<file path="src/rtl/ahb_multi_slave_interconnect.sv">
// Single-master, N-slave AHB-Lite interconnect with mask/base address decode,
// a registered data-phase response mux and a built-in ERROR default slave.
module ahb_multi_slave_interconnect #(
  parameter int NUM_SLAVES = 3,
  parameter int ADDR_W     = 32,
  parameter int DATA_W     = 32,
  parameter logic [NUM_SLAVES*ADDR_W-1:0] SLV_BASE = {32'h2000_0000, 32'h1000_0000, 32'h0000_0000},
  parameter logic [NUM_SLAVES*ADDR_W-1:0] SLV_MASK = {3{32'hF000_0000}}
) (
  input  logic                         clk_i,
  input  logic                         rst_ni,
  input  logic [ADDR_W-1:0]            haddr_i,
  input  logic [1:0]                   htrans_i,
  input  logic                         hwrite_i,
  input  logic [2:0]                   hsize_i,
  input  logic [3:0]                   hprot_i,
  input  logic [DATA_W-1:0]            hwdata_i,
  input  logic                         is_signed_i,
  output logic [DATA_W-1:0]            hr_data_o,
  output logic                         hready_o,
  output logic                         hresp_o,
  output logic [NUM_SLAVES-1:0]        hsel_o,
  output logic [ADDR_W-1:0]            haddr_o,
  output logic [1:0]                   htrans_o,
  output logic                         hwrite_o,
  output logic [2:0]                   hsize_o,
  output logic [3:0]                   hprot_o,
  output logic                         is_signed_o,
  output logic [DATA_W-1:0]            hwdata_o,
  output logic                         hready_s_o,
  input  logic [NUM_SLAVES*DATA_W-1:0] hrdata_s_i,
  input  logic [NUM_SLAVES-1:0]        hreadyout_s_i,
  input  logic [NUM_SLAVES-1:0]        hresp_s_i,
  output logic [15:0]                  err_count_o
);

  localparam int IDX_W = (NUM_SLAVES > 1) ? $clog2(NUM_SLAVES) : 1;

  localparam logic [1:0] DS_IDLE = 2'd0;
  localparam logic [1:0] DS_ERR1 = 2'd1;
  localparam logic [1:0] DS_ERR2 = 2'd2;

  localparam logic [1:0] SEL_NONE = 2'd0;
  localparam logic [1:0] SEL_SLV  = 2'd1;
  localparam logic [1:0] SEL_DEF  = 2'd2;

  logic [NUM_SLAVES-1:0] hit;
  logic [DATA_W-1:0]     rdata_arr [NUM_SLAVES];
  logic                  any_hit;
  logic [IDX_W-1:0]      win_idx;
  logic                  hready_int;
  logic                  unmapped_req;

  logic [1:0]       sel_kind_q, sel_kind_d;
  logic [IDX_W-1:0] sel_idx_q, sel_idx_d;
  logic [1:0]       state_q, state_d;
  logic [15:0]      err_q, err_d;

  genvar gi;
  generate
    for (gi = 0; gi < NUM_SLAVES; gi++) begin : g_slot
      assign hit[gi] = ((haddr_i & SLV_MASK[gi*ADDR_W +: ADDR_W]) == SLV_BASE[gi*ADDR_W +: ADDR_W]);
      assign rdata_arr[gi] = hrdata_s_i[gi*DATA_W +: DATA_W];
    end
  endgenerate

  // Scan downwards so the lowest-indexed hit is the last assignment and wins.
  always_comb begin
    win_idx = '0;
    any_hit = |hit;
    for (int i = NUM_SLAVES - 1; i >= 0; i--) begin
      if (hit[i]) win_idx = IDX_W'(i);
    end
  end

  always_comb begin
    hsel_o = '0;
    if (any_hit) hsel_o[win_idx] = 1'b1;
  end

  assign haddr_o     = haddr_i;
  assign htrans_o    = htrans_i;
  assign hwrite_o    = hwrite_i;
  assign hsize_o     = hsize_i;
  assign hprot_o     = hprot_i;
  assign is_signed_o = is_signed_i;
  assign hwdata_o    = hwdata_i;
  assign hready_s_o  = hready_int;
  assign hready_o    = hready_int;

  always_comb begin
    hr_data_o  = '0;
    hready_int = 1'b1;
    hresp_o    = 1'b0;
    case (sel_kind_q)
      SEL_SLV: begin
        hr_data_o  = rdata_arr[sel_idx_q];
        hready_int = hreadyout_s_i[sel_idx_q];
        hresp_o    = hresp_s_i[sel_idx_q];
      end
      SEL_DEF: begin
        hready_int = (state_q != DS_ERR1);
        hresp_o    = 1'b1;
      end
      default: ;
    endcase
  end

  assign unmapped_req = hready_int & htrans_i[1] & ~any_hit;

  always_comb begin
    sel_kind_d = sel_kind_q;
    sel_idx_d  = sel_idx_q;
    if (hready_int) begin
      if (!htrans_i[1]) begin
        sel_kind_d = SEL_NONE;
      end else if (any_hit) begin
        sel_kind_d = SEL_SLV;
        sel_idx_d  = win_idx;
      end else begin
        sel_kind_d = SEL_DEF;
      end
    end
  end

  // ERR1 holds hready low, so an unmapped accept can only come from IDLE or ERR2.
  always_comb begin
    state_d = state_q;
    err_d   = err_q;
    case (state_q)
      DS_IDLE: if (unmapped_req) state_d = DS_ERR1;
      DS_ERR1: state_d = DS_ERR2;
      DS_ERR2: state_d = unmapped_req ? DS_ERR1 : DS_IDLE;
      default: state_d = DS_IDLE;
    endcase
    if (unmapped_req && (err_q != 16'hFFFF)) err_d = err_q + 16'd1;
  end

  always_ff @(posedge clk_i or negedge rst_ni) begin
    if (!rst_ni) begin
      sel_kind_q <= SEL_NONE;
      sel_idx_q  <= '0;
      state_q    <= DS_IDLE;
      err_q      <= '0;
    end else begin
      sel_kind_q <= sel_kind_d;
      sel_idx_q  <= sel_idx_d;
      state_q    <= state_d;
      err_q      <= err_d;
    end
  end

  assign err_count_o = err_q;

endmodule

</file>
<file path="config.mk">
export PLATFORM = sky130hd
export DESIGN_NAME = ahb_multi_slave_interconnect
export DESIGN_NICKNAME = d
export VERILOG_FILES = /design/src/rtl/ahb_multi_slave_interconnect.sv
export SDC_FILE = /design/constraint.sdc
export NUM_CORES = 1
export LEC_CHECK = 0
export CAP_MARGIN = 30
export CORE_AREA = 2 2 119 121
export CTS_BUF_LIST = sky130_fd_sc_hd__clkbuf_8
export DETAILED_ROUTE_END_ITERATION = 8
export DIE_AREA = 0 0 121 123
export SETUP_SLACK_MARGIN = 0.15
export SLEW_MARGIN = 20
export SYNTH_ARGS = -nofsm -noshare
export SYNTH_HDL_FRONTEND = slang
export SYNTH_SLANG_ARGS = --single-unit
</file>
<file path="constraint.sdc">
create_clock -name clk_i -period 3.5 [get_ports clk_i]
set_clock_uncertainty 0.05 [all_clocks]
set_input_delay 0.525 -clock clk_i [delete_from_list [all_inputs] [get_ports clk_i]]
set_output_delay 0.525 -clock clk_i [all_outputs]
set_load 0.01 [all_outputs]
</file>
Word level (Yosys, flattened, before mapping)

Cells that the tools add are included.

Input port bits: 179
Logic and storage cells: 49
Bits in registers: 22
Output and inout port bits: 129

$add $sub $neg: 1
Bitwise gates (word level): 4
Reductions and logical operators: 6
Muxes and demuxes: 21
Equality and inequality tests: 9
$lt $le $gt $ge: 4

Operator list:

| cell                                                               | number |
|---|---|
| two-way mux 32 bit                                                 | 3 |
| binary-select mux 32 bit (select 2 bit)                            | 1 |
| zero test 32 bit                                                   | 1 |
| adder 16 x 1 -> 16 bit (second input constant)                     | 1 |
| != test 16 bit (second input constant)                             | 1 |
| two-way mux 2 bit                                                  | 6 |
| less-than comparator 2 x 3 -> 1 bit (second input constant)        | 2 |
| one-hot mux 2 bit (3 select lines)                                 | 1 |
| binary-select mux 1 bit (select 2 bit)                             | 2 |
| equality test 2 x 1 -> 1 bit (second input constant)               | 2 |
| equality test 2 bit (second input constant)                        | 2 |
| equality test 4 x 1 -> 1 bit (second input constant)               | 1 |
| equality test 4 x 2 -> 1 bit (second input constant)               | 1 |
| two-way mux 1 bit                                                  | 4 |
| one-hot mux 1 bit (2 select lines)                                 | 2 |
| greater-or-equal comparator 3 bit (second input constant)          | 1 |
| two-way mux 3 bit                                                  | 1 |
| NOT 2 -> 3 bit                                                     | 1 |
| AND reduction 3 bit                                                | 1 |
| OR reduction 3 bit                                                 | 1 |
| bitwise AND 1 bit                                                  | 2 |
| demux 1 bit (select 2 bit)                                         | 1 |
| greater-or-equal comparator 2 x 1 -> 1 bit (second input constant) | 1 |
| logical AND 1 bit                                                  | 2 |
| 4 further kinds                                                    | 4 |

Logic depth before layout (Yosys ltp)

Gate-level depths: netlist of the first run.

Word-level depth: 9
Depth in mapped cells: 8
Mapped depth without buffers: 7

Least setup slack after synthesis of the first run

No wires, ideal clock.

Path type: register -> output
Start point: register sel_idx_q[0]
End point: output hr_data_o[10]
Buffers on the path: 3
Stages on the path, launching flop included: 8
Required time: 2925 ps
Setup slack: 1533 ps
Data arrival time: 1392 ps
Cell sequence: dfrtp_1 > buf_2 > nor2b_1 > clkbuf_1 > clkbuf_1 > nand2_1 > o21ai_0 > and2_1

Word-level cells in the longest chain between the ends: 5

Ends and longest elaborated chain:

| what                                                  | RTL line | RTL |
|---|---|---|
| start, declared                                       | 55       | `logic [IDX_W-1:0] sel_idx_q, sel_idx_d;` |
| start signal, assigned                                | 147      | `sel_idx_q <= sel_idx_d;` |
| NOT 2 -> 3 bit (not written as such)                  | 97       | `hr_data_o = rdata_arr[sel_idx_q];` |
| binary-select mux 32 bit (select 2 bit)               | 97       |  |
| two-way mux 32 bit (not written as such) (2 in a row) | 97       |  |
| two-way mux 32 bit                                    | 95       | `case (sel_kind_q)` |
| end, declared                                         | 19       | `output logic [DATA_W-1:0] hr_data_o,` |

Every way passes these cells. The select of a mux whose other input is x is not followed.

Worst setup path after layout of the first run

Start point: register sel_kind_q[1]
End point: output hready_o

Word-level cells in the longest chain between the ends: 2
Elaborated cells on any way between the ends: 3
Those cells by class: 2 x eq/ne; 1 x mux

Ends and longest elaborated chain:

| what                                                                       | RTL line | RTL |
|---|---|---|
| start, declared                                                            | 54       | `logic [1:0] sel_kind_q, sel_kind_d;` |
| start signal, assigned                                                     | 146      | `sel_kind_q <= sel_kind_d;` |
| equality test 2 bit / equality test 2 x 1 -> 1 bit (equally long branches) | 95       |  |
| one-hot mux 1 bit (2 select lines) (*)                                     | 95       |  |
| end, declared                                                              | 20       | `output logic hready_o,` |

Every way passes the cells marked *; elsewhere a longest branch is shown, timed or not.

==> results of run 1 <==
[routing by layer]
layer	GRT usage [%]	up-vias
met1	13.1	1180
met3	4.29	24
li1	-	1228
met4	3.13	0
met2	16.7	150
met5	1.04	-
[report_power, final]
group | internal (mW) | leakage [nW] | total, mW | switching [mW]
Combinational | 0.582 | 1.28 | 1.12 | 0.539
Clock | 0.100 | 0.0288 | 0.178 | 0.0782
Sequential | 0.316 | 0.289 | 0.402 | 0.0868
[cell type report]
cell class	instances	area, um2	share of cell area [%]
multi-input combinational	214	1410	35.2
timing repair buffer	176	1750	43.6
inverter	5	18.8	0.468
tap	180	225	5.62
clock buffer	4	55.1	1.37
sequential	22	552	13.8
[through the flow]
stage	hold slack, ps	power (mW)
after floorplan	179	1.14
after CTS	389	1.73
final	381	1.70
after detailed placement	378	1.54
after global placement	370	1.52
after global routing	422	1.85
[cell usage after synthesis, drive strengths merged (2+ instances only)]
| master | instances |
|---|---|
| a211oi | 2 |
| a21oi | 2 |
| and2 | 32 |
| and3 | 2 |
| and4 | 3 |
| buf | 86 |
| clkbuf | 9 |
| dfrtp | 22 |
| ha | 3 |
| inv | 5 |
| mux2 | 3 |
| mux2i | 34 |
| nand2 | 42 |
| nand3 | 5 |
| nand4 | 2 |
| nor2 | 3 |
| nor3 | 8 |
| nor4 | 8 |
| nor4b | 5 |
| o21ai | 35 |
| o22ai | 3 |
| xor2 | 13 |
[state kept, by name, summed over array words and instances, names as in the netlist]
name,count
state_q,2
sel_kind_q,2
err_count_o,16
sel_idx_q,2
[worst min-delay path by stage]
stage / slack, ps / from / cells after the start / to
detailed placement: 380 / state_q[0]$_DFFE_PN0P_ / 1 / state_q[0]$_DFFE_PN0P_
finish: 380 / state_q[0]$_DFFE_PN0P_ / 1 / state_q[0]$_DFFE_PN0P_
floorplan: 180 / rst_ni / 0 / err_count_o[0]$_DFFE_PN0P_
global route: 420 / state_q[0]$_DFFE_PN0P_ / 1 / state_q[0]$_DFFE_PN0P_
CTS: 390 / state_q[0]$_DFFE_PN0P_ / 1 / state_q[0]$_DFFE_PN0P_
global placement: 370 / state_q[0]$_DFFE_PN0P_ / 1 / state_q[0]$_DFFE_PN0P_
[logic make-up after synthesis]
kind of cell	synth area share (%)
buffers and inverters	25.8
AOI/OAI and AO/OA	9.61
adders and majority gates	1.42
xor gates and xnor gates	4.31
and+or+nand+nor	23.9
muxes	14.2
DFF	20.8
==> reports/metrics.csv, run 1 <==
stage,metric,value,unit
outcome,status,completed,
routing,wire length per cell,14.6,um
synthesis,Async SR Flop Fraction,100,%
setup_path,WP data required,2920,ps
setup_path,CP max stage cell,clkdlybuf4s50_1,
setup_path,WP data arrival,2310,ps
setup_path,reg2reg end,err_count_o[1]$_DFFE_PN0P_,
routing,metal2 WL,3950,um
clock_network,CTS Buf Count,3,
grt,number of global-route vias before repair,2493,
setup_path,cells along the critical path,inv_1 -> ha_1 -> buf_4 -> a21oi_1 -> inv_1 -> clkdlybuf4s50_1,
clock_network,post-cts resize count,0,
layout,Layout Cells excl Fill,601,
synthesis,cell taking the most area after synthesis,buf_4,
layout,Fillers,1449,
clock_network,clk_lat worst skew,260,ps
layout,"commonest non-fill, non-tap cell in the layout",clkdlybuf4s50_1,
layout,fin area,4010,um2
placement,Cells after DPL,597,
timing,Final Critical Period,2890,ps
routing,1st-iter DRT viols,69,
setup_path,CP Capture Point,hready_o,
synthesis,mapped cell area,2640,um2
setup_path,CP Depth,6,
clock_network,Root Buffer,clkbuf_8,
setup_path,Setup crit end kind,output pin,
clock_network,hold-fix buffer count after cts,0,
run,Max-Cap Viols,0,
routing,WL met1,3620,um
routing,DRC violations left,0,
synthesis,"Distinct cells, synth",36,
placement,"worst slack, placed",637,ps
setup_path,critical path's most frequent cell,inv_1,
synthesis,synth top area cells,"buf_4, dfrtp_1, mux2i_1",
clock_network,number of clock sinks,22,
timing,Final Cycle Share,82.5,%
grt,initial antenna violation count,0,
grt,GRT Total Usage,10.5,%
grt,first-pass GRT wire length,12700,um
routing,Routed Antenna Nets,0,
synthesis,cell count after synthesis,336,
layout,Synth-to-Final Area Change,51.8,%
placement,buffers added on ports,167,
routing,drt total wl,8800,um
layout,Layout Nets,604,
routing,vias per cell,4.30,
setup_path,Reg2Reg Depth,8,
floorplanning,Die H,123,um
power_and_ir_drop,Leakage Power,1.60,nW
routing,TritonRoute pass-1 iters,4,
setup_path,Critical path origin,sel_kind_q[1]$_DFFE_PN0N_,
setup_path,"Buf+Inv Stages, Crit Path",4,
timing,# setup viols final,0,
synthesis,"EDFF count, synth",0,
clock_network,H-tree levels,1,
setup_path,CP max stage delay,560,ps
floorplanning,Die Area,14900,um2
synthesis,Yosys top cell area share,22.2,%
placement,DP HPWL,7110,um
timing,Worst-Margin Slew,604,ps
synthesis,Avg Synthesized Cell Area,7.86,um2
floorplanning,standard-cell rows,43,
synthesis,Mapped Nets,518,
routing,Highest Signal Layer,met4,
placement,Placer Congestion,0.761,
layout,final core occ,29.5,%
floorplanning,core area,13600,um2
synthesis,register area share after synthesis,20.8,%
synthesis,"Primary FF master, synth",dfrtp_1,
grt,largest net degree at the start of global routing,33,
layout,number of diodes,0,
setup_path,cell family with most CP delay,buffers and inverters,
power_and_ir_drop,Pwr Density,425,nW/um2
timing,Max-slew headroom,59.6,%
synthesis,YS warnings,0,
synthesis,"flops & latches, synth",22,
layout,most frequent cells in the layout,"clkdlybuf4s50_1, nand2_1, o21ai_0",
placement,placed cell area,3960,um2
layout,share of layout cells above drive strength 1,5.23,%
clock_network,# Post-CTS Setup Buffers,0,
timing,fmax,0.346,GHz
setup_path,kind of critical path,reg2out,
routing,routed vias,2582,
timing,Final Hold Viols,0,
floorplanning,Die Wd,121,um
timing,setup TNS,0,ps
power_and_ir_drop,Peak VDD IR,0.328,mV
setup_path,worst reg2reg setup slack,1030,ps
clock_network,TritonCTS clock tree,built,
setup_path,Worst Path Max Fanout,18,
clock_network,Longest Clk Path Bufs,2,
floorplanning,Starting Density,19.4,%
floorplanning,io pins,308,
setup_path,Critical R2R Launch,sel_kind_q[1]$_DFFE_PN0N_,
timing,RSZ-0062 raised after global routing,false,
clock_network,"Reg clk slew, reported paths",80,ps
grt,final global-route overflow total,0,
routing,Routed met3 length,1020,um
hold_path,Hold Path Class,reg2reg,
timing,Slew Limit Fails,0,
timing,final worst slack,613,ps
setup_path,Startpoint Class,register,
Power figures use the tool's default switching activity.
==> run 2: changes to the inputs <==
- clock period: 3.5 -> 2.7 ns (I/O delays scaled with it)
==> run 2 against run 1 <==
  * Largest power group unchanged
  * Highest routed layer unchanged
  * Final area rose by 4.4%
  * Utilization rose by 1.3 points
  * Worst hold slack improved by 11 ps
==> reports/metrics.csv, run 2 (synthesized netlist as in run 1, its figures left out) <==
stage,metric,value,unit,change
grt,largest net degree at the start of global routing,33,,unchanged
layout,Layout Nets,614,,was 604
floorplanning,Starting Density,19.4,%,unchanged
clock_network,hold-fix buffer count after cts,0,,unchanged
setup_path,Worst Path Max Fanout,29,,was 18
placement,"worst slack, placed",108,ps,was 637 ps
power_and_ir_drop,Leakage Power,1.97,nW,was 1.60 nW
timing,Worst-Margin Slew,340,ps,was 604 ps
clock_network,"Reg clk slew, reported paths",80,ps,about the same
run,Max-Cap Viols,0,,unchanged
clock_network,Longest Clk Path Bufs,2,,unchanged
floorplanning,standard-cell rows,43,,unchanged
placement,buffers added on ports,167,,unchanged
routing,Routed met3 length,1060,um,was 1020 um
timing,setup TNS,0,ps,unchanged
floorplanning,Die Area,14900,um2,unchanged
routing,TritonRoute pass-1 iters,4,,unchanged
placement,Cells after DPL,600,,was 597
timing,Final Hold Viols,0,,unchanged
timing,Final Cycle Share,94.0,%,
timing,Slew Limit Fails,0,,unchanged
routing,vias per cell,4.29,,was 4.30
layout,"commonest non-fill, non-tap cell in the layout",clkdlybuf4s50_1,,unchanged
floorplanning,core area,13600,um2,unchanged
layout,Layout Cells excl Fill,611,,was 601
timing,final worst slack,163,ps,was 613 ps
routing,1st-iter DRT viols,40,,was 69
routing,WL met1,3850,um,was 3620 um
floorplanning,Die Wd,121,um,unchanged
clock_network,clk_lat worst skew,260,ps,about the same
setup_path,Startpoint Class,register,,unchanged
floorplanning,io pins,308,,unchanged
timing,# setup viols final,0,,unchanged
timing,RSZ-0062 raised after global routing,true,,was false
layout,final core occ,30.7,%,was 29.5%
power_and_ir_drop,Clk pwr share,8.5,%,was 10.5%
routing,Routed Antenna Nets,0,,unchanged
outcome,status,completed,,unchanged
routing,DRC violations left,0,,unchanged
setup_path,kind of critical path,reg2out,,unchanged
setup_path,WP data required,2250,ps,was 2920 ps
power_and_ir_drop,switch share,41.2,%,was 41.4%
timing,Final Critical Period,2540,ps,
grt,number of global-route vias before repair,2441,,was 2493
layout,number of diodes,0,,unchanged
placement,Placer Congestion,0.781,,was 0.761
routing,drt total wl,9420,um,was 8800 um
setup_path,WP data arrival,2080,ps,was 2310 ps
power_and_ir_drop,P_sw,987,uW,was 704 uW
routing,metal2 WL,4320,um,was 3950 um
power_and_ir_drop,Pwr Density,573,nW/um2,was 425 nW/um2
power_and_ir_drop,Int Pwr,1.41,mW,was 998 uW
placement,DP HPWL,7220,um,was 7110 um
hold_path,Hold Path Class,reg2reg,,unchanged
setup_path,Setup crit end kind,output pin,,unchanged
clock_network,CTS Buf Count,3,,unchanged
clock_network,H-tree levels,1,,unchanged
grt,first-pass GRT wire length,13000,um,was 12700 um
layout,share of layout cells above drive strength 1,7.42,%,was 5.23%
clock_network,TritonCTS clock tree,built,,unchanged
clock_network,number of clock sinks,22,,unchanged
layout,Largest register FFs,16,,unchanged
timing,Max-slew headroom,77.0,%,was 59.6%
power_and_ir_drop,Flop pwr share,21.3,%,was 23.6%
timing,fmax,0.394,GHz,
grt,GRT Total Usage,10.7,%,was 10.5%
power_and_ir_drop,Peak VDD IR,0.446,mV,was 0.328 mV
clock_network,Root Buffer,clkbuf_8,,unchanged
grt,final global-route overflow total,0,,unchanged
routing,wire length per cell,15.4,um,was 14.6 um
layout,Synth-to-Final Area Change,58.4,%,was 51.8%
floorplanning,Die H,123,um,unchanged
grt,initial antenna violation count,0,,unchanged
routing,routed vias,2624,,was 2582
routing,Highest Signal Layer,met4,,unchanged
layout,most frequent cells in the layout,"clkdlybuf4s50_1, nand2_1, mux2i_1, o21ai_0, and2_1",,"was clkdlybuf4s50_1, nand2_1, o21ai_0"
power_and_ir_drop,combinational power share,70.2,%,was 65.9%
==> run 2: cell types whose count changed in the layout (fill, tap and decap cells not counted), sizes merged <==
cell / before / now
clkdlybuf4s50: 167 / 150
dlymetal6s2s: 0 / 17
buf: 9 / 18
inv: 5 / 6
==> run 2: cell type report <==
type	count	area (um2)
Fill cell	1417	9430
Timing Repair Buffer	186	1920
Multi-Input combinational cell	214	1420
Sequential cell	22	556
Tap cell	180	225
Clock buffer	3	41.3
Inverter	5	18.8
Clock inverter	1	3.75
==> run 2: path summary, 6_finish.rpt <==
check	startpoint	endpoint	slack [ps]	cells after the start
setup / recovery	sel_idx_q[1]$_DFFE_PN0P_	hr_data_o[21]	160	5
hold / removal	state_q[0]$_DFFE_PN0P_	state_q[0]$_DFFE_PN0P_	390	1
setup reg to reg	sel_kind_q[1]$_DFFE_PN0N_	err_count_o[1]$_DFFE_PN0P_	400	9
hold reg to reg	state_q[0]$_DFFE_PN0P_	state_q[0]$_DFFE_PN0P_	390	1
max in group asynchronous	rst_ni	sel_idx_q[1]$_DFFE_PN0P_	1920	2
min in group asynchronous	rst_ni	err_count_o[12]$_DFFE_PN0P_	440	2
==> run 2: worst max-delay path, stage by stage (launching register included) <==
cell and delay (ps):
dfrtp_4 540, buf_12 200, mux2i_1 130, o21ai_0 220, and2_1 180, clkdlybuf4s50_1 530
==> run 2: repair_timing <==
action	4_1_cts	5_1_grt
gates resized for setup	3	20
cloned	0	2
endpoints found under the setup margin	21	35
setup buffers	2	3
==> run 2: power by group through the flow <==
| stage | registers (mW) | clock network [mW] | logic [mW] |
|---|---|---|---|
| floorplan | 0.486 | 0 | 0.988 |
| global placement | 0.523 | 0 | 1.51 |
| detailed placement | 0.532 | 0 | 1.53 |
| CTS | 0.507 | 0.210 | 1.59 |
| global route | 0.526 | 0.225 | 1.84 |
| finish | 0.510 | 0.205 | 1.68 |
==> run 2: metal layers <==
metal	up-vias	track usage, %
met3	21	4.43
met1	1205	13.4
li1	1255	-
met2	143	17.1
met5	-	0
met4	0	2.76
==> run 2: through the flow <==
stage / instance area, um2 / hold slack (ps) / total power [mW]
2_1_floorplan: 2640 / 59.4 / 1.47
3_3_place_gp: 4000 / 368 / 2.03
3_5_place_dp: 4000 / 385 / 2.06
4_1_cts: 4060 / 396 / 2.30
5_1_grt: 4190 / 433 / 2.59
6_report: 4190 / 392 / 2.40
